File: src/rtl/alu_req_arbiter_if.sv
// ----------------------------------------------------------------------------
// alu_req_arbiter_if
// Bundle of every bus signal around the ALU request arbiter:
//   REQ_*  : two requesters presenting ALU commands (valid/ready, packed {req1,req0})
//   RSP_*  : result return channel (valid/ready per requester, shared payload)
//   ALU_*  : pins of the shared alu_final instance (drive and capture)
// Modports:
//   slave  : the arbiter (accepts requests, returns responses, drives the ALU)
//   master : the environment (requesters, response sinks and the ALU itself)
// The width parameters must match those of the arbiter instance it connects to.
// ----------------------------------------------------------------------------
interface alu_req_arbiter_if #(
    parameter int width_OP  = 8,
    parameter int width_cmd = 4,
    parameter int width_RES = 16
);
    // Request side
    logic [1:0]             REQ_VALID;
    logic [1:0]             REQ_READY;
    logic [2*width_OP-1:0]  REQ_OPA;
    logic [2*width_OP-1:0]  REQ_OPB;
    logic [2*width_cmd-1:0] REQ_CMD;
    logic [1:0]             REQ_MODE;
    logic [1:0]             REQ_CIN;
    logic [3:0]             REQ_INP_VALID;

    // Response side
    logic [1:0]             RSP_VALID;
    logic [1:0]             RSP_READY;
    logic [width_RES-1:0]   RSP_RES;
    logic                   RSP_COUT;
    logic                   RSP_OFLOW;
    logic                   RSP_ERR;
    logic [2:0]             RSP_EGL;

    // ALU pins
    logic [width_OP-1:0]    ALU_OPA;
    logic [width_OP-1:0]    ALU_OPB;
    logic [width_cmd-1:0]   ALU_CMD;
    logic                   ALU_MODE;
    logic                   ALU_CIN;
    logic                   ALU_CE;
    logic [1:0]             ALU_INP_VALID;
    logic [width_RES-1:0]   ALU_RES;
    logic                   ALU_COUT;
    logic                   ALU_OFLOW;
    logic                   ALU_ERR;
    logic                   ALU_E;
    logic                   ALU_G;
    logic                   ALU_L;

    modport slave (
        input  REQ_VALID, REQ_OPA, REQ_OPB, REQ_CMD, REQ_MODE, REQ_CIN, REQ_INP_VALID,
        output REQ_READY,
        output RSP_VALID, RSP_RES, RSP_COUT, RSP_OFLOW, RSP_ERR, RSP_EGL,
        input  RSP_READY,
        output ALU_OPA, ALU_OPB, ALU_CMD, ALU_MODE, ALU_CIN, ALU_CE, ALU_INP_VALID,
        input  ALU_RES, ALU_COUT, ALU_OFLOW, ALU_ERR, ALU_E, ALU_G, ALU_L
    );

    modport master (
        output REQ_VALID, REQ_OPA, REQ_OPB, REQ_CMD, REQ_MODE, REQ_CIN, REQ_INP_VALID,
        input  REQ_READY,
        input  RSP_VALID, RSP_RES, RSP_COUT, RSP_OFLOW, RSP_ERR, RSP_EGL,
        output RSP_READY,
        input  ALU_OPA, ALU_OPB, ALU_CMD, ALU_MODE, ALU_CIN, ALU_CE, ALU_INP_VALID,
        output ALU_RES, ALU_COUT, ALU_OFLOW, ALU_ERR, ALU_E, ALU_G, ALU_L
    );
endinterface

File: src/rtl/alu_req_arbiter.sv
// ----------------------------------------------------------------------------
// alu_req_arbiter
// Shares one alu_final between two requesters with round-robin arbitration.
// A transaction: accept one request (IDLE), drive the ALU for one ISSUE cycle
// plus LAT_ALU/LAT_MUL WAIT cycles, capture the ALU outputs, then hold them on
// the response channel (RESP) until the winning requester takes them.
// Ports:
//   CLK  : clock, rising edge
//   RST  : synchronous active-high reset (drops any in-flight operation)
//   bus  : slave side of alu_req_arbiter_if (REQ_*, RSP_*, ALU_* signals)
//   BUSY : 1 whenever the FSM is not in IDLE
// ----------------------------------------------------------------------------
module alu_req_arbiter #(
    parameter int width_OP  = 8,
    parameter int width_cmd = 4,
    parameter int width_RES = 16,
    parameter int LAT_ALU   = 2,
    parameter int LAT_MUL   = 3,
    parameter int MUL_CMD0  = 9,
    parameter int MUL_CMD1  = 10
) (
    input  logic               CLK,
    input  logic               RST,
    alu_req_arbiter_if.slave   bus,
    output logic               BUSY
);
    typedef enum logic [1:0] {IDLE, ISSUE, WAIT, RESP} state_t;

    localparam logic [3:0]           lat_alu_c  = LAT_ALU[3:0];
    localparam logic [3:0]           lat_mul_c  = LAT_MUL[3:0];
    localparam logic [width_cmd-1:0] mul_cmd0_c = MUL_CMD0[width_cmd-1:0];
    localparam logic [width_cmd-1:0] mul_cmd1_c = MUL_CMD1[width_cmd-1:0];

    state_t                 state_reg;
    logic [1:0]             gnt_reg;       // one-hot owner of the current transaction
    logic                   last_reg;      // requester granted last (1 = req1)
    logic [3:0]             cnt_reg;
    logic                   busy_reg;

    // ALU drive registers double as the latched request fields; they are
    // zero whenever the FSM is outside ISSUE/WAIT.
    logic [width_OP-1:0]    alu_opa_reg;
    logic [width_OP-1:0]    alu_opb_reg;
    logic [width_cmd-1:0]   alu_cmd_reg;
    logic                   alu_mode_reg;
    logic                   alu_cin_reg;
    logic                   alu_ce_reg;
    logic [1:0]             alu_inp_valid_reg;

    logic [1:0]             rsp_valid_reg;
    logic [width_RES-1:0]   rsp_res_reg;
    logic                   rsp_cout_reg;
    logic                   rsp_oflow_reg;
    logic                   rsp_err_reg;
    logic [2:0]             rsp_egl_reg;

    // Per-requester views of the packed request fields
    logic [width_OP-1:0]    opa_arr  [2];
    logic [width_OP-1:0]    opb_arr  [2];
    logic [width_cmd-1:0]   cmd_arr  [2];
    logic [1:0]             inpv_arr [2];

    genvar gi;
    generate
        for (gi = 0; gi < 2; gi++) begin : g_unpack
            assign opa_arr[gi]  = bus.REQ_OPA[gi*width_OP +: width_OP];
            assign opb_arr[gi]  = bus.REQ_OPB[gi*width_OP +: width_OP];
            assign cmd_arr[gi]  = bus.REQ_CMD[gi*width_cmd +: width_cmd];
            assign inpv_arr[gi] = bus.REQ_INP_VALID[gi*2 +: 2];
        end
    endgenerate

    // Round-robin winner; only meaningful (and only exposed) in IDLE.
    logic [1:0] grant_next;
    logic       sel_next;

    always_comb begin
        grant_next = 2'b00;
        if (state_reg == IDLE) begin
            case (bus.REQ_VALID)
                2'b01:   grant_next = 2'b01;
                2'b10:   grant_next = 2'b10;
                2'b11:   grant_next = last_reg ? 2'b01 : 2'b10;
                default: grant_next = 2'b00;
            endcase
        end
    end

    assign sel_next = grant_next[1];

    logic is_mul;
    assign is_mul = alu_mode_reg && ((alu_cmd_reg == mul_cmd0_c) || (alu_cmd_reg == mul_cmd1_c));

    always_ff @(posedge CLK) begin
        if (RST) begin
            state_reg         <= IDLE;
            gnt_reg           <= 2'b00;
            last_reg          <= 1'b1;       // req0 wins the first tie
            cnt_reg           <= 4'd0;
            busy_reg          <= 1'b0;
            alu_opa_reg       <= '0;
            alu_opb_reg       <= '0;
            alu_cmd_reg       <= '0;
            alu_mode_reg      <= 1'b0;
            alu_cin_reg       <= 1'b0;
            alu_ce_reg        <= 1'b0;
            alu_inp_valid_reg <= 2'b00;
            rsp_valid_reg     <= 2'b00;
            rsp_res_reg       <= '0;
            rsp_cout_reg      <= 1'b0;
            rsp_oflow_reg     <= 1'b0;
            rsp_err_reg       <= 1'b0;
            rsp_egl_reg       <= 3'b000;
        end else begin
            case (state_reg)
                IDLE: begin
                    if (grant_next != 2'b00) begin
                        alu_opa_reg       <= opa_arr[sel_next];
                        alu_opb_reg       <= opb_arr[sel_next];
                        alu_cmd_reg       <= cmd_arr[sel_next];
                        alu_mode_reg      <= bus.REQ_MODE[sel_next];
                        alu_cin_reg       <= bus.REQ_CIN[sel_next];
                        alu_inp_valid_reg <= inpv_arr[sel_next];
                        alu_ce_reg        <= 1'b1;
                        gnt_reg           <= grant_next;
                        busy_reg          <= 1'b1;
                        state_reg         <= ISSUE;
                    end
                end
                ISSUE: begin
                    cnt_reg   <= is_mul ? lat_mul_c : lat_alu_c;
                    state_reg <= WAIT;
                end
                WAIT: begin
                    if (cnt_reg == 4'd1) begin
                        rsp_res_reg       <= bus.ALU_RES;
                        rsp_cout_reg      <= bus.ALU_COUT;
                        rsp_oflow_reg     <= bus.ALU_OFLOW;
                        rsp_err_reg       <= bus.ALU_ERR;
                        rsp_egl_reg       <= {bus.ALU_E, bus.ALU_G, bus.ALU_L};
                        rsp_valid_reg     <= gnt_reg;
                        alu_opa_reg       <= '0;
                        alu_opb_reg       <= '0;
                        alu_cmd_reg       <= '0;
                        alu_mode_reg      <= 1'b0;
                        alu_cin_reg       <= 1'b0;
                        alu_ce_reg        <= 1'b0;
                        alu_inp_valid_reg <= 2'b00;
                        cnt_reg           <= 4'd0;
                        state_reg         <= RESP;
                    end else begin
                        cnt_reg <= cnt_reg - 4'd1;
                    end
                end
                RESP: begin
                    // Only the owner's RSP_READY completes the transaction.
                    if ((bus.RSP_READY & gnt_reg) != 2'b00) begin
                        rsp_valid_reg <= 2'b00;
                        last_reg      <= gnt_reg[1];
                        busy_reg      <= 1'b0;
                        state_reg     <= IDLE;
                    end
                end
                default: state_reg <= IDLE;
            endcase
        end
    end

    assign bus.REQ_READY     = grant_next;
    assign bus.RSP_VALID     = rsp_valid_reg;
    assign bus.RSP_RES       = rsp_res_reg;
    assign bus.RSP_COUT      = rsp_cout_reg;
    assign bus.RSP_OFLOW     = rsp_oflow_reg;
    assign bus.RSP_ERR       = rsp_err_reg;
    assign bus.RSP_EGL       = rsp_egl_reg;
    assign bus.ALU_OPA       = alu_opa_reg;
    assign bus.ALU_OPB       = alu_opb_reg;
    assign bus.ALU_CMD       = alu_cmd_reg;
    assign bus.ALU_MODE      = alu_mode_reg;
    assign bus.ALU_CIN       = alu_cin_reg;
    assign bus.ALU_CE        = alu_ce_reg;
    assign bus.ALU_INP_VALID = alu_inp_valid_reg;
    assign BUSY              = busy_reg;
endmodule

File: src/flat_wrapper.sv
// flat-port wrapper written by rule: the top's interface ports become plain ports
module alu_req_arbiter_flat 
#(
    parameter int width_OP  = 8,
    parameter int width_cmd = 4,
    parameter int width_RES = 16,
    parameter int LAT_ALU   = 2,
    parameter int LAT_MUL   = 3,
    parameter int MUL_CMD0  = 9,
    parameter int MUL_CMD1  = 10
)
  (CLK, RST, BUSY, bus_REQ_VALID, bus_REQ_OPA, bus_REQ_OPB, bus_REQ_CMD, bus_REQ_MODE, bus_REQ_CIN, bus_REQ_INP_VALID, bus_REQ_READY, bus_RSP_VALID, bus_RSP_RES, bus_RSP_COUT, bus_RSP_OFLOW, bus_RSP_ERR, bus_RSP_EGL, bus_RSP_READY, bus_ALU_OPA, bus_ALU_OPB, bus_ALU_CMD, bus_ALU_MODE, bus_ALU_CIN, bus_ALU_CE, bus_ALU_INP_VALID, bus_ALU_RES, bus_ALU_COUT, bus_ALU_OFLOW, bus_ALU_ERR, bus_ALU_E, bus_ALU_G, bus_ALU_L);
  alu_req_arbiter_if #(.width_OP(width_OP), .width_cmd(width_cmd), .width_RES(width_RES)) bus_i ();
  input  logic CLK;
  input  logic RST;
  output logic BUSY;
  input wire logic [$bits(bus_i.REQ_VALID)-1:0] bus_REQ_VALID;
  input wire logic [$bits(bus_i.REQ_OPA)-1:0] bus_REQ_OPA;
  input wire logic [$bits(bus_i.REQ_OPB)-1:0] bus_REQ_OPB;
  input wire logic [$bits(bus_i.REQ_CMD)-1:0] bus_REQ_CMD;
  input wire logic [$bits(bus_i.REQ_MODE)-1:0] bus_REQ_MODE;
  input wire logic [$bits(bus_i.REQ_CIN)-1:0] bus_REQ_CIN;
  input wire logic [$bits(bus_i.REQ_INP_VALID)-1:0] bus_REQ_INP_VALID;
  output wire logic [$bits(bus_i.REQ_READY)-1:0] bus_REQ_READY;
  output wire logic [$bits(bus_i.RSP_VALID)-1:0] bus_RSP_VALID;
  output wire logic [$bits(bus_i.RSP_RES)-1:0] bus_RSP_RES;
  output wire logic [$bits(bus_i.RSP_COUT)-1:0] bus_RSP_COUT;
  output wire logic [$bits(bus_i.RSP_OFLOW)-1:0] bus_RSP_OFLOW;
  output wire logic [$bits(bus_i.RSP_ERR)-1:0] bus_RSP_ERR;
  output wire logic [$bits(bus_i.RSP_EGL)-1:0] bus_RSP_EGL;
  input wire logic [$bits(bus_i.RSP_READY)-1:0] bus_RSP_READY;
  output wire logic [$bits(bus_i.ALU_OPA)-1:0] bus_ALU_OPA;
  output wire logic [$bits(bus_i.ALU_OPB)-1:0] bus_ALU_OPB;
  output wire logic [$bits(bus_i.ALU_CMD)-1:0] bus_ALU_CMD;
  output wire logic [$bits(bus_i.ALU_MODE)-1:0] bus_ALU_MODE;
  output wire logic [$bits(bus_i.ALU_CIN)-1:0] bus_ALU_CIN;
  output wire logic [$bits(bus_i.ALU_CE)-1:0] bus_ALU_CE;
  output wire logic [$bits(bus_i.ALU_INP_VALID)-1:0] bus_ALU_INP_VALID;
  input wire logic [$bits(bus_i.ALU_RES)-1:0] bus_ALU_RES;
  input wire logic [$bits(bus_i.ALU_COUT)-1:0] bus_ALU_COUT;
  input wire logic [$bits(bus_i.ALU_OFLOW)-1:0] bus_ALU_OFLOW;
  input wire logic [$bits(bus_i.ALU_ERR)-1:0] bus_ALU_ERR;
  input wire logic [$bits(bus_i.ALU_E)-1:0] bus_ALU_E;
  input wire logic [$bits(bus_i.ALU_G)-1:0] bus_ALU_G;
  input wire logic [$bits(bus_i.ALU_L)-1:0] bus_ALU_L;
  assign bus_i.REQ_VALID = bus_REQ_VALID;
  assign bus_i.REQ_OPA = bus_REQ_OPA;
  assign bus_i.REQ_OPB = bus_REQ_OPB;
  assign bus_i.REQ_CMD = bus_REQ_CMD;
  assign bus_i.REQ_MODE = bus_REQ_MODE;
  assign bus_i.REQ_CIN = bus_REQ_CIN;
  assign bus_i.REQ_INP_VALID = bus_REQ_INP_VALID;
  assign bus_REQ_READY = bus_i.REQ_READY;
  assign bus_RSP_VALID = bus_i.RSP_VALID;
  assign bus_RSP_RES = bus_i.RSP_RES;
  assign bus_RSP_COUT = bus_i.RSP_COUT;
  assign bus_RSP_OFLOW = bus_i.RSP_OFLOW;
  assign bus_RSP_ERR = bus_i.RSP_ERR;
  assign bus_RSP_EGL = bus_i.RSP_EGL;
  assign bus_i.RSP_READY = bus_RSP_READY;
  assign bus_ALU_OPA = bus_i.ALU_OPA;
  assign bus_ALU_OPB = bus_i.ALU_OPB;
  assign bus_ALU_CMD = bus_i.ALU_CMD;
  assign bus_ALU_MODE = bus_i.ALU_MODE;
  assign bus_ALU_CIN = bus_i.ALU_CIN;
  assign bus_ALU_CE = bus_i.ALU_CE;
  assign bus_ALU_INP_VALID = bus_i.ALU_INP_VALID;
  assign bus_i.ALU_RES = bus_ALU_RES;
  assign bus_i.ALU_COUT = bus_ALU_COUT;
  assign bus_i.ALU_OFLOW = bus_ALU_OFLOW;
  assign bus_i.ALU_ERR = bus_ALU_ERR;
  assign bus_i.ALU_E = bus_ALU_E;
  assign bus_i.ALU_G = bus_ALU_G;
  assign bus_i.ALU_L = bus_ALU_L;
  alu_req_arbiter #(.width_OP(width_OP), .width_cmd(width_cmd), .width_RES(width_RES), .LAT_ALU(LAT_ALU), .LAT_MUL(LAT_MUL), .MUL_CMD0(MUL_CMD0), .MUL_CMD1(MUL_CMD1)) u_core (.CLK(CLK), .RST(RST), .bus(bus_i), .BUSY(BUSY));
endmodule
File: config.mk
export PLATFORM = sky130hd
export DESIGN_NAME = alu_req_arbiter_flat
export DESIGN_NICKNAME = d
export VERILOG_FILES = /design/src/rtl/alu_req_arbiter_if.sv /design/src/rtl/alu_req_arbiter.sv /design/src/flat_wrapper.sv
export SDC_FILE = /design/constraint.sdc
export NUM_CORES = 1
export LEC_CHECK = 0
export ABC_AREA = 0
export CAP_MARGIN = 20
export CORE_ASPECT_RATIO = 0.75
export CORE_MARGIN = 3
export CORE_UTILIZATION = 40
export CTS_CLUSTER_DIAMETER = 120
export DETAILED_ROUTE_END_ITERATION = 8
export PLACE_DENSITY_LB_ADDON = 0.15
export REMOVE_ABC_BUFFERS = 1
export SYNTH_ARGS = -nofsm -noshare
export SYNTH_HDL_FRONTEND = slang
export SYNTH_SLANG_ARGS = --single-unit
File: constraint.sdc
create_clock -name CLK -period 1.9 [get_ports CLK]
set_input_delay 0.38 -clock CLK [delete_from_list [all_inputs] [get_ports CLK]]
set_output_delay 0.38 -clock CLK [all_outputs]
set_load 0.02 [all_outputs]
### After elaboration in Yosys (flattened, before gate mapping)

Cells that the tools add are included.

* magnitude comparators: 2
* divide/modulo/power cells: 0
* multiplexer cells: 48
* reductions and logical operators: 16
* $add $sub $neg: 1
* bitwise logic cells: 2
* $mul: 0
* shift-type cells: 0
* equality and inequality tests: 12

Operators with widths (count)
* $mux 8: 9
* $pmux 8 s2: 2
* $mux 4: 6
* $mux 2: 11
* $pmux 4 s2: 2
* $reduce_and 3->1: 4
* $reduce_bool 2->1: 6
* $mux 1: 10
* $eq 2x2->1 const B: 4
* $eq 4x4->1 const B: 2
* $pmux 1 s2: 4
* $pmux 2 s2: 2
* $pmux 2 s4: 1
* $pmux 2 s3: 1
* $reduce_and 2->1: 3
* $eq 2x1->1 const B: 2
* $eq 4x1->1 const B: 1
* $ne 2x1->1 const B: 2
* $sub 4x1->4 const B: 1
* $and 2x2->2: 1
* $ge 2x2->1 const B: 1
* $logic_not 2->1: 1
* $lt 1x2->1 const B: 1
* $ne 2x2->1 const B: 1
* 3 further kinds: 3

* flip-flop bits (word level): 59
* logic and storage cells: 99
* latch bits: 0
* memory bits (read-only): 0
* bits of input ports: 76
* output and inout port bits: 52
* memories: 0
* RAM bits: 0

### Longest topological paths before layout

* depth after elaboration: 9
* gate-level depth with buffers: 8
* gate-level depth less buffers: 6

### Worst setup path after synthesis

No wires, ideal clock.

* path type: register -> register
* start point: register u_core.state_reg[0]
* end point: register u_core.alu_opa_reg[0], in the netlist u_core.bus.ALU_OPA[0]
* period minus slack after synthesis: 1538 ps
* stages on the path, launching flop included: 9
* setup slack: 362 ps
* path buffers: 2
* library setup time: 70 ps
* arrival: 1468 ps
* data required time: 1830 ps
* cells stage by stage: dfxtp_1 -> inv_1 -> ha_1 -> inv_2 -> nand2_1 -> or3_1 -> buf_2 -> buf_6 -> o2bb2ai_1

* cells in the longest elaborated chain, start to end: 8
* elaborated cells on any way between the ends: 14
* those cells by class: eq/ne: 3; mux: 6; bitwise: 1; reduce/logical: 4

Ends and longest elaborated chain
* start, declared: RTL line alu_req_arbiter.sv:34 `state_t state_reg;`
* start signal, assigned: RTL line alu_req_arbiter.sv:96 `state_reg <= IDLE;`
* start signal, assigned: RTL line alu_req_arbiter.sv:127 `state_reg <= ISSUE;`
* start signal, assigned: RTL line alu_req_arbiter.sv:132 `state_reg <= WAIT;`
* $logic_not 2->1: RTL line alu_req_arbiter.sv:79, alu_req_arbiter.sv:115
* $mux 2: RTL line alu_req_arbiter.sv:79 `if (state_reg == IDLE) begin`
* $not 1->2 (not written as such): RTL line alu_req_arbiter.sv:118 `alu_opa_reg <= opa_arr[sel_next];`
* $mux 8 (not written as such) (3 in a row): RTL line alu_req_arbiter.sv:118
* $mux 8: RTL line alu_req_arbiter.sv:117 `if (grant_next != 2'b00) begin`
* $pmux 8 s2: RTL line alu_req_arbiter.sv:115 `case (state_reg)`
* end signal, assigned: RTL line alu_req_arbiter.sv:118
* end, declared: RTL line alu_req_arbiter.sv:42 `logic [width_OP-1:0] alu_opa_reg;`

Several ways; a longest one is shown, not always the timed one. The select of a mux whose other input is x is not followed.
A chain may end at the register's enable or synchronous reset.

### Worst setup path in the final report

* start point: input bus_REQ_VALID[1]
* end point: output bus_REQ_READY[1]

* cells in the longest elaborated chain, start to end: 3
* elaborated cells on any way between the ends: 5
* those cells by class: eq/ne: 3; mux: 2

Ends and longest elaborated chain
* start, declared: RTL line flat_wrapper.sv:17 `input wire logic [$bits(bus_i.REQ_VALID)-1:0] bus_REQ_VALID;`
* $eq 2x2->1 or $eq 2x1->1 (tied branches): RTL line alu_req_arbiter.sv:80 `case (bus.REQ_VALID)`
* $pmux 2 s3 *: RTL line alu_req_arbiter.sv:80
* $mux 2 *: RTL line alu_req_arbiter.sv:79
* end, declared: RTL line flat_wrapper.sv:24 `output wire logic [$bits(bus_i.REQ_READY)-1:0] bus_REQ_READY;`

Every way passes the cells marked *; elsewhere a longest branch is shown, timed or not.

==> flow_metrics.tcl <==
set metrics [dict create \
    ys_seq_area_share_pct 45.58 \
    synth_area_leaders "dfxtp_1 (46%), mux2i_1 (8.9%), nand2_1 (8.1%)" \
    syn-cell-area_um2 2591 \
    synth_commonest_cells "dfxtp_1 (59), nand2_1 (56), a21oi_1 (31), mux2i_1 (23), o2bb2ai_1 (17)" \
    rr_worst_depth 7 \
    drive_above_1_share_pct 12.11 \
    p_sw_share_pct 36.38 \
    final.setup.tns_ns 0 \
    wl_met1_mm 3.289 \
    fin_util_pct 69.05 \
    synth_top_cell_area_share_pct 45.58 \
    cts_setup_buffers 0 \
    ir_drop_v 0.0005478 \
    crit_end "bus_REQ_READY[1]" \
    die_area_um2 7490 \
    route.met2.wl_mm 3.547 \
    reg2reg_from "u_core.state_reg[0]" \
    syn_area_per_cell_um2 9.527 \
    slew_headroom_pct 71.48 \
    fin_nets 490 \
    initialDrtViolationCount 96 \
    root_buffer "clkbuf_8" \
    cts_tree "yes" \
    tightest_slew_ns 0.4278 \
    final_antenna_net_count 0 \
    grt-ovfl-total 0 \
    clock_path_buffers 2 \
    whs_ns 0.4529 \
    drc 0 \
    max_clock_freq_mhz 539.8 \
    top_layer "met4" \
    cp-start-kind "primary input" \
    grt_pass1_wl_mm 11.58 \
    vias 2431 \
    crit_family "buffers and inverters" \
    dpl.hpwl_mm 5.522 \
    cp.required_ns 1.52 \
    synth_seq_cells 59 \
    dr_wl_met3_um 485 \
    synth_most_common_cell "dfxtp_1" \
    insertion_delay_ns 0.33 \
    min_path_type "register to register" \
    p_per_area_nw_per_um2 1188 \
    grt_pass1_vias 2420 \
    path_depth 5 \
    fin_crit_ns 1.853 \
    setup_violations 0 \
    clock_sinks 59 \
    reg2reg_slack_ns 0.17 \
    synth_warnings 0 \
    area_growth_pct 60.84 \
    synth_edf_count 0 \
    port_buffers 127 \
    min_period_over_period_pct 97.50 \
    coreArea_um2 6036 \
    cpMaxStageDelayCell "clkdlybuf4s50_1" \
    skew_ns 0.003797 \
    largest_register_ffs 16 \
    grt_max_degree 26 \
    first_pass_iters 4 \
    synth_top_area_cell "dfxtp_1" \
    fp-row-count 24 \
    cp-end-kind "primary output" \
    finalMaxSlewViolations 0 \
    clkPwrFrac_pct 20.8 \
    switchingPower_mw 1.801 \
    status "finished clean" \
    reg2reg_to "u_core.bus.ALU_OPA[7]" \
    seq_area_um2 1181 \
    internal_power_mw 3.149 \
    routed_wl_mm 7.378 \
    viasPerCell 4.951 \
    cp_max_fo 3 \
    hold_buffers 0 \
    hold_viol_final 0 \
    clk_pin_slew_worst_paths_ns 0.06 \
    die_w_um 98.94 \
    synth_ff_type "dfxtp_1" \
    rsz0062_at_grt "no" \
    critical-path-max-stage-delay_ns 0.49 \
    critPathKind "primary input to primary output" \
    multi_input_area_um2 1264 \
    syn_inst 272 \
    gr-usage-all-layers_pct 19.70 \
    max_cap_viol_count 0 \
    synth_cell_types 41 \
    cp_cell_sequence "clkdlybuf4s50_1 > a21boi_4 > nand2_4 > inv_1 > clkdlybuf4s15_2" \
    cp.arrival_ns 1.47 \
    cp_num_buf_inv 3 \
    antenna_found_initial 0 \
    start_util_pct 42.93 \
    ctsHtreeMaxLevel 3 \
    fp.dieH_um 75.71 \
    ys_async_sr_fraction_pct 0 \
    power_leakage_nw 1.647 \
    num_io_pins 128 \
    num-fill-cells 501 \
    n_antenna_cell 0 \
    numCtsBuffers 9 \
    combPwrFrac_pct 45.3 \
    wl_per_cell_um 15.03 \
    place.gp.congestion 0.7642 \
    crit_start "bus_REQ_VALID[1]" \
    seqPwrFrac_pct 34.0 \
]
-- layout by cell type (no fill, tap or decap), types with 2 or more instances in the layout --
| master | netlist | routed |
|---|---|---|
| ha_1 | 5 | 5 |
| nand3_1 | 4 | 4 |
| nand2_1 | 56 | 56 |
| a311oi_1 | 2 | 2 |
| clkdlybuf4s50_1 | 0 | 125 |
| inv_1 | 8 | 8 |
| nor2_2 | 2 | 2 |
| o21ai_0 | 7 | 7 |
| mux2i_1 | 23 | 23 |
| dfxtp_1 | 59 | 59 |
| nand4_1 | 3 | 3 |
| buf_12 | 0 | 2 |
| or3_1 | 2 | 2 |
| o2bb2ai_1 | 17 | 17 |
| buf_4 | 4 | 14 |
| nor2_1 | 7 | 7 |
| a21oi_1 | 31 | 31 |
| clkinv_2 | 0 | 2 |
| o2bb2ai_2 | 6 | 6 |
| a22oi_1 | 2 | 2 |
| clkbuf_8 | 0 | 12 |
-- worst min-delay path: cells and delay by family (launching register included) --
kind | cells | cell delay [ns]
flip-flops | 1 | 0.31
AND/OR/NAND/NOR | 1 | 0.05
AO/OA/AOI/OAI | 1 | 0.05
-- power by group through the flow --
| stage | Sequential (mW) | Clock, mW | Combinational [mW] |
|---|---|---|---|
| 3_5_place_dp | 1.70 | 0 | 2.25 |
| 5_1_grt | 1.72 | 1.11 | 2.41 |
| 6_report | 1.68 | 1.03 | 2.24 |
| 4_1_cts | 1.68 | 1.06 | 2.26 |
| 2_1_floorplan | 1.94 | 0 | 0.934 |
| 3_3_place_gp | 1.69 | 0 | 2.21 |
-- cells by family after synthesis --
family                     Yosys count  synth area share [%]
muxes                               23                 8.885
DFF                                 59                 45.58
xor gates and xnor gates             1                0.3381
and+or+nand+nor                     84                 15.50
AOI/OAI and AO/OA                   74                 21.34
buffers and inverters               26                 5.939
adders and majority gates            5                 2.414
-- worst min-delay path by stage --
stage	startpoint	end	cells past startpoint
3_5_place_dp	u_core.bus.ALU_OPB[2]	u_core.bus.ALU_OPB[2]	1
4_1_cts	u_core.bus.RSP_OFLOW	u_core.bus.RSP_OFLOW	2
3_3_place_gp	u_core.bus.RSP_RES[14]	u_core.bus.RSP_RES[14]	2
6_report	u_core.bus.RSP_EGL[1]	u_core.bus.RSP_EGL[1]	2
2_1_floorplan	RST	u_core.BUSY	1
5_1_grt	u_core.bus.ALU_OPB[2]	u_core.bus.ALU_OPB[2]	1
-- metal layers --
layer  vias to the layer above  track usage (%)
met5                         -                0
met4                         0            6.515
met3                         8            8.234
met2                        61            31.55
met1                      1127            24.40
li1                       1235                -
-- final cells by class --
cell class,count,share of cell area (%)
inverter,9,0.8106
clock buffer,13,4.053
timing repair buffer,143,33.89
multi-input combinational,187,30.32
tap,78,2.342
clock inverter,2,0.2402
sequential,59,28.34
-- timing repair --
item | 4_1_cts | 5_1_grt
setup endpoints to repair | 2 | 2
pin swaps | 0 | 0
gates resized for setup | 6 | 2
-- per-stage QoR --
| stage | instances | area [um2] | total power, mW | setup slack (ns) |
|---|---|---|---|---|
| after floorplan | 255 | 2471 | 2.874 | 0.1007 |
| after global placement | 476 | 3985 | 3.905 | -0.3082 |
| after detailed placement | 476 | 3985 | 3.944 | -0.3050 |
| after CTS | 491 | 4167 | 4.993 | 0.004180 |
| after global routing | 491 | 4168 | 5.239 | 0.000003109 |
| final | 491 | 4168 | 4.950 | 0.04745 |
No activity file was read; power rests on OpenSTA's default activity.
